$ cat src/rtl/exc_prio_trap_unit.sv
// Priority trap unit: per-source pending slots with captured EPC/TVAL, fixed-priority
// arbitration, valid/ready redirect to fetch and machine-mode trap CSR state.
module exc_prio_trap_unit #(
    parameter int                  NUM_SRC  = 12,
    parameter int                  XLEN     = 32,
    parameter logic [NUM_SRC-1:0]  INT_MASK = '0,
    parameter int                  DROP_W   = 8
) (
    input  logic                    clk_in,
    input  logic                    rst_in,
    input  logic [NUM_SRC-1:0]      req_in,
    input  logic [NUM_SRC*XLEN-1:0] pc_in,
    input  logic [NUM_SRC*XLEN-1:0] tval_in,
    input  logic [XLEN-1:0]         mtvec_in,
    input  logic                    trap_ready_in,
    input  logic                    mret_in,
    output logic                    trap_valid_out,
    output logic [XLEN-1:0]         trap_pc_out,
    output logic [XLEN-1:0]         mepc_out,
    output logic [XLEN-1:0]         mtval_out,
    output logic [XLEN-1:0]         mcause_out,
    output logic [XLEN-1:0]         mstatus_out,
    output logic [NUM_SRC-1:0]      pending_out,
    output logic [DROP_W-1:0]       drop_cnt_out
);
    localparam int IDX_W = (NUM_SRC > 1) ? $clog2(NUM_SRC) : 1;
    localparam int CNT_W = $clog2(NUM_SRC + 1);
    localparam int SUM_W = DROP_W + CNT_W;

    typedef enum logic [1:0] {IDLE, TRAP, HANDLER} state_t;
    state_t state_q, state_n;

    logic [NUM_SRC-1:0]           pending, clr, cap, pending_n;
    logic [NUM_SRC-1:0][XLEN-1:0] slot_pc, slot_tval;
    logic [IDX_W-1:0]             win_idx, win_q;
    logic                         any_elig, mie, mpie;
    logic                         take, accept, ret;
    logic [CNT_W-1:0]             n_drop;
    logic [SUM_W-1:0]             drop_sum;
    logic [XLEN-1:0]              tpc_n, cause_n;

    // Lowest-index eligible source wins; interrupts need MIE.
    always_comb begin
        any_elig = 1'b0;
        win_idx  = '0;
        for (int k = NUM_SRC - 1; k >= 0; k--) begin
            if (pending[k] && (!INT_MASK[k] || mie)) begin
                any_elig = 1'b1;
                win_idx  = k[IDX_W-1:0];
            end
        end
    end

    assign take   = (state_q == IDLE) && any_elig;
    assign accept = (state_q == TRAP) && trap_ready_in;
    assign ret    = (state_q == HANDLER) && mret_in;

    // A slot cleared this cycle is free to capture a same-cycle request.
    always_comb begin
        clr    = '0;
        cap    = '0;
        n_drop = '0;
        if (accept) clr[win_q] = 1'b1;
        for (int k = 0; k < NUM_SRC; k++) begin
            if (req_in[k]) begin
                if (!pending[k] || clr[k]) cap[k] = 1'b1;
                else                       n_drop = n_drop + CNT_W'(1);
            end
        end
        pending_n = (pending & ~clr) | req_in;
        drop_sum  = SUM_W'(drop_cnt_out) + SUM_W'(n_drop);
    end

    always_comb begin
        tpc_n = {mtvec_in[XLEN-1:2], 2'b00};
        if (mtvec_in[1:0] == 2'b01 && INT_MASK[win_idx])
            tpc_n = tpc_n + (XLEN'(win_idx) << 2);
        cause_n = '0;
        cause_n[IDX_W-1:0] = win_idx;
        cause_n[XLEN-1] = INT_MASK[win_idx];
    end

    always_comb begin
        state_n = state_q;
        case (state_q)
            IDLE:    if (any_elig)      state_n = TRAP;
            TRAP:    if (trap_ready_in) state_n = HANDLER;
            HANDLER: if (mret_in)       state_n = IDLE;
            default:                    state_n = IDLE;
        endcase
    end

    always_ff @(posedge clk_in or posedge rst_in) begin
        if (rst_in) begin
            state_q        <= IDLE;
            pending        <= '0;
            drop_cnt_out   <= '0;
            win_q          <= '0;
            mie            <= 1'b1;
            mpie           <= 1'b0;
            trap_valid_out <= 1'b0;
            trap_pc_out    <= '0;
            mepc_out       <= '0;
            mtval_out      <= '0;
            mcause_out     <= '0;
        end else begin
            state_q <= state_n;
            pending <= pending_n;
            if (drop_sum[SUM_W-1:DROP_W] != '0) drop_cnt_out <= '1;
            else                                drop_cnt_out <= drop_sum[DROP_W-1:0];
            if (take) begin
                win_q          <= win_idx;
                trap_valid_out <= 1'b1;
                trap_pc_out    <= tpc_n;
                mepc_out       <= slot_pc[win_idx];
                mtval_out      <= slot_tval[win_idx];
                mcause_out     <= cause_n;
            end
            if (accept) begin
                trap_valid_out <= 1'b0;
                mpie           <= mie;
                mie            <= 1'b0;
            end
            if (ret) begin
                mie  <= mpie;
                mpie <= 1'b1;
            end
        end
    end

    // Slot payloads are only meaningful while pending, so they need no reset.
    always_ff @(posedge clk_in) begin
        for (int k = 0; k < NUM_SRC; k++) begin
            if (cap[k]) begin
                slot_pc[k]   <= pc_in[k*XLEN +: XLEN];
                slot_tval[k] <= tval_in[k*XLEN +: XLEN];
            end
        end
    end

    always_comb begin
        mstatus_out        = '0;
        mstatus_out[3]     = mie;
        mstatus_out[7]     = mpie;
        mstatus_out[12:11] = 2'b11;
    end

    assign pending_out = pending;
endmodule
$ cat config.mk
export PLATFORM = sky130hd
export DESIGN_NAME = exc_prio_trap_unit
export DESIGN_NICKNAME = d
export VERILOG_FILES = /design/src/rtl/exc_prio_trap_unit.sv
export SDC_FILE = /design/constraint.sdc
export NUM_CORES = 1
export LEC_CHECK = 0
export BUFFER_PORTS_ARGS = -buffer_cell sky130_fd_sc_hd__buf_2
export CAP_MARGIN = 0
export CORE_AREA = 3 3 387 389
export CTS_BUF_LIST = sky130_fd_sc_hd__clkbuf_4 sky130_fd_sc_hd__clkbuf_8
export DETAILED_ROUTE_END_ITERATION = 10
export DIE_AREA = 0 0 390 392
export PLACE_DENSITY = 0.55
export SLEW_MARGIN = 20
export SYNTH_ARGS = -nofsm -noshare
export SYNTH_HDL_FRONTEND = slang
export SYNTH_SLANG_ARGS = --single-unit
$ cat constraint.sdc
create_clock -name clk_in -period 8.5 [get_ports clk_in]
set_input_delay 1.275 -clock clk_in [delete_from_list [all_inputs] [get_ports clk_in]]
set_output_delay 1.275 -clock clk_in [all_outputs]
set_load 0.05 [all_outputs]
# [After elaboration in Yosys (flattened, before gate mapping)]
# Memory sizes are Yosys's and may differ from the RTL's.
# Cells that the tools add are included.
[totals] memories=1 register_bits=898 inputBits=816 rom_bits=16
[mem_list] name="(no name shown)" depth=16 width=1 read_ports=1 rd_clocked_by_memory_dff=0 write_ports=0 line="80" rtl="cause_n[XLEN-1] = INT_MASK[win_idx];"
[op_classes] n_eq_ne=6 magnitude_cmp=3 bitwise_logic=3 n_reduce_logical=34 n_mux=92 add_sub_neg=13
[op_table] operator="$bmux W32 S4" count=2
[op_table] operator="$mux W4" count=34
[op_table] operator="$mux W32" count=3
[op_table] operator="$mux W1" count=46
[op_table] operator="$add A4 B1 Y4 const B" count=11
[op_table] operator="$add A32 B6 Y32" count=1
[op_table] operator="$and A12 B12 Y12" count=1
[op_table] operator="$logic_not A1 Y1" count=12
[op_table] operator="$logic_or A1 B1 Y1" count=12
[op_table] operator="$mux W12" count=1
[op_table] operator="$not A12 Y12" count=1
[op_table] operator="$or A12 B12 Y12" count=1
[op_table] operator="$lt A4 B5 Y1 const B" count=2
[op_table] operator="$add A8 B4 Y9" count=1
[op_table] operator="$mux W8" count=1
[op_table] operator="$mux W2" count=3
[op_table] operator="$ne A2 B2 Y1 const B" count=3
[op_table] operator="$pmux W2 S3" count=1
[op_table] operator="$logic_and A1 B1 Y1" count=5
[op_table] operator="$demux W1 S4" count=1
[op_table] operator="$eq A2 B1 Y1 const B" count=2
[op_table] operator="$ge A4 B1 Y1 const B" count=1
[op_table] operator="$reduce_bool A2 Y1" count=2
[op_table] operator="$reduce_bool A4 Y1" count=1
[op_table] operator="other kinds (3)" count=3

# [Depth between registers and ports, before layout]
# Gate-level depths: netlist (run 1).
[depth] word_depth=44 mapped_depth=42

# [Least setup slack after synthesis (run 1)]
# No wires, ideal clock.
[synth_timing] path_type="input port to flip-flop" startpoint="in trap_ready_in" endpoint="reg drop_cnt_out[2]" path_buffers=0 stages=40 arrival_time_ns=8.591 required_time_ns=8.417 path_slack_ns=-0.174 path_cell_list="and3b_1 nand2_1 o41ai_1 inv_1 ha_1 nand2_1 nand2_1 ha_1 and3_1 o21ai_0 o21ai_0 ha_1 a211oi_1 nor2_1 xnor2_1 a21oi_1 ha_1 mux2i_1 (+4 left out) nand2_1 a21boi_0 xnor2_1 mux2i_1 nor2_1 a21oi_1 ha_1 xor3_1 nor3_1 o211a_1 xnor2_1 xnor3_1 ha_1 o21ai_0 nand2b_1 inv_1 or3b_2 o21ai_0"
[synth_via] elab_chain_cells=41 word_cells_on_any_way=52 classes_between="add/sub: 12; mux: 26; reduce/logical: 14"
[synth_rtl] element="start, declared" line="15" rtl="input logic trap_ready_in,"
[synth_rtl] element="$logic_and A1 B1 Y1 *" line="55" rtl="assign accept = (state_q == TRAP) && trap_ready_in;"
[synth_rtl] element="$mux W12 *" line="63" rtl="if (accept) clr[win_q] = 1'b1;"
[synth_rtl] element="$logic_or A1 B1 Y1" line="66" rtl="if (!pending[k] || clr[k]) cap[k] = 1'b1;"
[synth_rtl] element="$mux W1" line="66"
[synth_rtl] element="$mux W1" line="65" rtl="if (req_in[k]) begin"
[synth_rtl] element="$add A4 B1 Y4" line="67" rtl="else n_drop = n_drop + CNT_W'(1);"
[synth_rtl] element="$mux W4" line="66"
[synth_rtl] element="$mux W4" line="65"
[synth_rtl] element="(+25 left out)"
[synth_rtl] element="$mux W4" line="66"
[synth_rtl] element="$mux W4" line="65"
[synth_rtl] element="$add A4 B1 Y4" line="67"
[synth_rtl] element="$mux W4" line="66"
[synth_rtl] element="$mux W4 *" line="65"
[synth_rtl] element="$add A8 B4 Y9 *" line="71" rtl="drop_sum = SUM_W'(drop_cnt_out) + SUM_W'(n_drop);"
[synth_rtl] element="$reduce_bool A4 Y1" line="109" rtl="if (drop_sum[SUM_W-1:DROP_W] != '0) drop_cnt_out <= '1;"
[synth_rtl] element="$mux W8 *" line="109"
[synth_rtl] element="end signal, assigned" line="110" rtl="else drop_cnt_out <= drop_sum[DROP_W-1:0];"
[synth_rtl] element="end, declared" line="24" rtl="output logic [DROP_W-1:0] drop_cnt_out"
# Every way passes the cells marked *; elsewhere a longest branch is shown, timed or not.
# A chain may end at the register's enable or synchronous reset.

# [Worst setup path in the final report (run 1)]
# Same ends and word-level chain as after synthesis.

==> impl_metrics.toml, run 1 <==
[route]
detail-route-antenna-nets = 0
drc_errors = 0
wirelength_um = 134000
vias = 21869
wl_per_cell_um = 26.9
via_per_inst = 4.41
drt_iter0_drc = 1510
first_pass_iters = 5

[critical_path]
crit_path_top_delay_cell = "or3b_2"
reg2reg_slack_ns = 0.59
rr_endpoint = "drop_cnt_out[2]"
rr_worst_depth = 40
worstPathRequired_ns = 9.25
endpoint_kind = "flip-flop"
worst_setup_path_start_kind = "input pin"
crit_top_cell = "ha_1"
r2r-start = "state_q[1]"
crit_path_max_fanout = 5
crit_type = "input pin to flip-flop"
cpPeakStageDelay_ns = 0.52
cp_data_arrival_time_ns = 8.72

[synthesis]
synth-seq-area-share = 0.743
yosys.area.top_type = "edfxtp_1"
ys_top_cells_by_area = "edfxtp_1 66%, mux4_2 12%, dfrtp_1 8.7%"
ys_types = 71
syn_area_um2 = 35200
ys_seq_elements = 891
synth_top_area_share = 0.656
synth_edf_count = 768
synth_top_flop_cell = "edfxtp_1"
synthCells = 1763
ys_warn_count = 0
async_reset_ff_frac = 0.138
avgSynthCellArea_um2 = 20.0

[global_routing]
gr-total-overflow = 0
antenna_found_initial = 81
grt.total_usage = 0.169
grt_pass1_wl_um = 178000
grt_pass1_vias = 22943
grt_max_degree = 74

[pwr]
sw_frac_of_total = 0.343
clockPowerShare = 0.306
p_sw_mw = 4.74
power_mw = 13.8
combPwrFrac = 0.303
worst_ir_drop_vdd_v = 0.000137
p_leak_nw = 17.3
pwr-share-seq = 0.391
power.internal_mw = 9.09
power.density_nw_per_um2 = 302

[cts]
clkSinkCount = 891
clk_path_buf_depth = 3
cts_tree = "done"
cts.htree.levels = 4
cts_inserted_buffers = 158
insertion_delay_ns = 0.86
cts-root-buf = "clkbuf_8"
clk_pin_slew_worst_paths_ns = 0.06

[worst_hold_path]
min_path_cells = 1
hold_class = "flip-flop to flip-flop"
hold_end = "trap_pc_out[23]"
min-delay-start = "trap_pc_out[23]"

[die]
io_pins = 997
die_area_um2 = 153000
die_h_um = 392
die_x_um = 390
start_util = 0.239
fp-row-count = 141
core_area_um2 = 147000

[placement]
dpl_cell_area_um2 = 42300
io_buffer_count = 934
pre_cts_slack_ns = -0.519
hpwl_um = 94100
routabilityCongestion = 0.807
dpl.cell_count = 4608

[timing]
tightest_slew_ns = 1.01
slew-limit-headroom = 0.327
rsz0062_at_grt = "no"
fmax_mhz = 125
skew_ns = 0.0387
drv_slew = 0
setup_viol = 0
min_period_ns = 7.98
hold_viol = 0
fin_crit_sh = 0.938
layout_setup_ws_ns = 0.525

[run_status]
status = "completed"

[run]
maxCapViolations = 0

[cells_and_area]
design_area_um2 = 45900
area_growth_pct = 30.4
fin_nets = 3672
instances_no_fill = 4957
drive_gt1_frac = 0.519
fillers = 14671
-- layout by cell type, fill, tap and decap left out, types with 10 or more instances in the layout --
cell,n
o21ai_0,76
diode_2,54
and2_4,10
nand2b_1,14
inv_1,21
conb_1,60
mux2i_1,71
dfrtp_1,120
clkbuf_8,166
a22oi_1,66
nor2_1,20
ha_1,15
xnor2_1,18
clkinv_1,27
buf_4,63
nand3_1,15
nand2_1,50
a21oi_1,19
edfxtp_1,768
mux4_2,192
mux2_2,36
clkbuf_4,65
buf_2,934
-- metrics by stage --
step	hold slack (ns)	setup TNS, ns	util
final	0.499	0	0.312
after global routing	0.486	0	0.311
after CTS	0.459	0	0.311
after detailed placement	0.487	-3.34	0.288
after global placement	0.483	-2.40	0.288
after floorplan	0.499	0	-
-- power by group through the flow --
| stage | Combinational (mW) | Sequential [mW] | Clock (mW) |
|---|---|---|---|
| after CTS | 4.24 | 5.40 | 4.36 |
| after detailed placement | 4.23 | 5.49 | 0 |
| after global placement | 4.19 | 5.48 | 0 |
| final | 4.19 | 5.40 | 4.23 |
| after floorplan | 1.92 | 6.31 | 0 |
| after global routing | 4.53 | 5.44 | 4.57 |
-- area by class of cell --
cell class	count	area (um2)	share of cell area
well taps	1930	2410	0.0526
flip-flops and latches	891	26100	0.570
multi-input cells	767	8540	0.186
diodes	54	135	0.00295
clock inverters	62	581	0.0127
clock buffers	231	2770	0.0605
inverters	23	91.3	0.00199
repair buffers	999	5190	0.113
-- cell families (layout without fill, tap and decap cells) --
kind of cell / Yosys count / count (layout) / share of synthesized area
other: 2 / 114 / 0.000213
XOR/XNOR: 35 / 35 / 0.0121
AO/OA/AOI/OAI: 206 / 206 / 0.0377
adder cells (fa/ha/maj): 16 / 16 / 0.00590
multiplexers: 299 / 299 / 0.155
AND/OR/NAND/NOR: 151 / 151 / 0.0220
flip-flops: 891 / 891 / 0.743
buffers and inverters: 163 / 1315 / 0.0243
-- metal layers --
layer,wire [um],global-route usage,share of wire,vias to the layer above
li1,-,-,-,9304
met5,200,0,0.0015,-
met4,3960,0.0671,0.030,30
met2,66100,0.280,0.49,1159
met3,12800,0.0590,0.096,239
met1,50500,0.201,0.38,11137
-- worst max-delay path by stage --
stage / start / to / depth (start not counted)
after floorplan: trap_ready_in / drop_cnt_out[2] / 40
after global placement: trap_ready_in / drop_cnt_out[2] / 41
after detailed placement: trap_ready_in / drop_cnt_out[3] / 41
after CTS: state_q[1] / drop_cnt_out[2] / 40
after global routing: state_q[0] / drop_cnt_out[2] / 40
final: trap_ready_in / drop_cnt_out[2] / 41
-- synth_stat cells, types with 18 or more instances --
master    instances
edfxtp_1        768
mux4_2          192
dfrtp_1         122
o21ai_0          79
mux2i_1          71
a22oi_1          66
buf_4            62
nand2_1          53
clkbuf_1         51
mux2_2           36
buf_1            23
inv_1            22
nor2_1           22
a21oi_1          20
xnor2_1          18
-- critical path, delay by kind of cell --
family | cells | cell delay (ns)
muxes | 3 | 0.66
and+or+nand+nor | 11 | 1.61
xor gates and xnor gates | 6 | 1.29
adders and majority gates | 7 | 2.05
buffers and inverters | 3 | 0.24
AOI/OAI and AO/OA | 11 | 1.56
-- repair_timing --
item | CTS | global route
resized for setup | 0 | 8
buffers inserted | 0 | 2
hold buffers | 0 | 0
setup endpoints to repair | 0 | 8
-- registers in the layout, summed over array words and instances (netlist names) --
register / flops
slot_pc: 384
slot_tval: 384
mepc_out: 32
mtval_out: 32
trap_pc_out: 30
pending_out: 12
drop_cnt_out: 8
mcause_out: 4
state_q: 2
mie: 1
mpie: 1
trap_valid_out: 1
(Power assumes the default switching activity.)
==> run 2, diff against run 1 <==
--- a/config.mk
+++ b/config.mk
@@ -6,12 +6,12 @@
 export NUM_CORES = 1
 export LEC_CHECK = 0
 export BUFFER_PORTS_ARGS = -buffer_cell sky130_fd_sc_hd__buf_2
-export CAP_MARGIN = 0
+export CAP_MARGIN = 20
 export CORE_AREA = 3 3 387 389
 export CTS_BUF_LIST = sky130_fd_sc_hd__clkbuf_4 sky130_fd_sc_hd__clkbuf_8
 export DETAILED_ROUTE_END_ITERATION = 10
 export DIE_AREA = 0 0 390 392
-export PLACE_DENSITY = 0.55
+export PLACE_DENSITY_LB_ADDON = 0.3
 export SLEW_MARGIN = 20
 export SYNTH_ARGS = -nofsm -noshare
 export SYNTH_HDL_FRONTEND = slang
==> run 2 against run 1 <==
Net effect: clock skew up 0.020 ns; non-clock buffer count unchanged; sequential power about the same; die area unchanged; via count down 0.84%; critical path depth unchanged; highest routed layer unchanged.
==> impl_metrics.toml, run 2 (synthesized netlist as in run 1, its figures left out) <==
[critical_path]
cpPeakStageDelay_ns = 0.42
critical-path-top-delay-family = "adder cells"
cp.buffers_inverters = 6
crit_path_max_fanout = 5
worstPathRequired_ns = 9.23
crit_top_cell = "ha_1"
crit_path_top_delay_cell = "or3b_4"
cp_data_arrival_time_ns = 8.62
crit_cells = 41
rr_worst_depth = 40
crit_type = "input pin to flip-flop"
endpoint_kind = "flip-flop"
worst_setup_path_start_kind = "input pin"

[cts]
post-cts-setup-buffers = 0
cts_hold_buf = 0
cts_inserted_buffers = 160
cts.htree.levels = 4
clk_path_buf_depth = 3
insertion_delay_ns = 0.86
clk_pin_slew_worst_paths_ns = 0.06
ctsResizeCount = 0
cts_tree = "done"
cts-root-buf = "clkbuf_8"
clkSinkCount = 891

[timing]
skew_ns = 0.0584
rsz0062_at_grt = "no"
fin_crit_sh = 0.928
min_period_ns = 7.88
tightest_slew_ns = 1.04
fmax_mhz = 127
hold_viol = 0
layout_setup_ws_ns = 0.616
setup_viol = 0
drv_slew = 0
slew-limit-headroom = 0.310
fin_hold_ws_ns = 0.473

[global_routing]
antenna_found_initial = 70
grt_pass1_vias = 22873
grt_pass1_wl_um = 174000
grt_max_degree = 93
gr-total-overflow = 0
grt.total_usage = 0.164

[die]
fp-row-count = 141
start_util = 0.239
die_h_um = 392
io_pins = 997
die_area_um2 = 153000
die_x_um = 390
core_area_um2 = 147000

[pwr]
p_leak_nw = 17.4
pwr-share-seq = 0.389
sw_frac_of_total = 0.340
clockPowerShare = 0.313
p_sw_mw = 4.73
power.internal_mw = 9.16
power.density_nw_per_um2 = 302
worst_ir_drop_vdd_v = 0.000142
combPwrFrac = 0.299
power_mw = 13.9

[cells_and_area]
fin_nets = 3674
area_growth_pct = 30.7
final_cell_mix = "934 x buf_2, 768 x edfxtp_1, 192 x mux4_2"
fin_util = 0.312
design_area_um2 = 46000
largestRegisters = "slot_pc: 384 flops, slot_tval: 384 flops"
final_common_cell = "buf_2"
drive_gt1_frac = 0.521

[route]
first_pass_iters = 5
drc_errors = 0
detail-route-antenna-nets = 0
via_per_inst = 4.37
drt_iter0_drc = 1435
vias = 21686
wirelength_um = 130000
wl_per_cell_um = 26.2

[placement]
routabilityCongestion = 0.836
pre_cts_slack_ns = -0.507
dpl_cell_area_um2 = 42400
hpwl_um = 91700
io_buffer_count = 934

[worst_hold_path]
hold_class = "input pin to async pin"

[run_status]
status = "completed"

[run]
maxCapViolations = 0
-- run 2: worst paths after layout --
check | startpoint | end | slack [ns]
hold / removal | rst_in | trap_pc_out[20] | 0.47
hold reg to reg | trap_pc_out[27] | trap_pc_out[27] | 0.50
setup reg to reg | state_q[1] | drop_cnt_out[2] | 0.65
min in group clk_in | trap_pc_out[27] | trap_pc_out[27] | 0.50
setup / recovery | trap_ready_in | drop_cnt_out[2] | 0.62
max in group asynchronous | rst_in | mepc_out[1] | 6.77
-- run 2: metal layers --
| metal | wire (um) | global-route usage | share of wire | vias to the layer above |
|---|---|---|---|---|
| li1 | - | - | - | 9293 |
| met1 | 48800 | 0.189 | 0.37 | 11169 |
| met2 | 67000 | 0.284 | 0.51 | 989 |
| met3 | 10600 | 0.0552 | 0.081 | 209 |
| met4 | 3660 | 0.0621 | 0.028 | 26 |
| met5 | 170 | 0 | 0.0013 | - |
-- run 2: power by group through the flow --
stage          logic, mW  clock network [mW]  registers [mW]
4_1_cts             4.21                4.46            5.40
3_3_place_gp        4.17                   0            5.47
2_1_floorplan       1.92                   0            6.31
5_1_grt             4.48                4.66            5.43
6_report            4.15                4.34            5.40
3_5_place_dp        4.20                   0            5.48
-- run 2: cell type report --
cell class / count / area, um2
fill: 14643 / 101000
sequential: 891 / 26100
multi-input combinational: 767 / 8520
timing repair buffer: 999 / 5200
clock buffer: 239 / 2900
tap: 1930 / 2410
clock inverter: 60 / 576
antenna: 52 / 130
inverter: 23 / 91.3
-- run 2: metrics by stage --
step	TNS (ns)	instances
floorplan	0	1821
global placement	-2.30	4610
detailed placement	-3.22	4610
CTS	0	4909
global route	0	4944
finish	0	4961
-- run 2: worst register-to-register path, delay by kind of cell, from the launching register on --
kind	cells	cell delay, ns
compound gates	10	1.48
xor+xnor	4	0.97
fa+ha+maj	7	2.00
buf+inv	5	0.49
flops	1	0.45
mux	3	0.48
simple gates	11	1.87
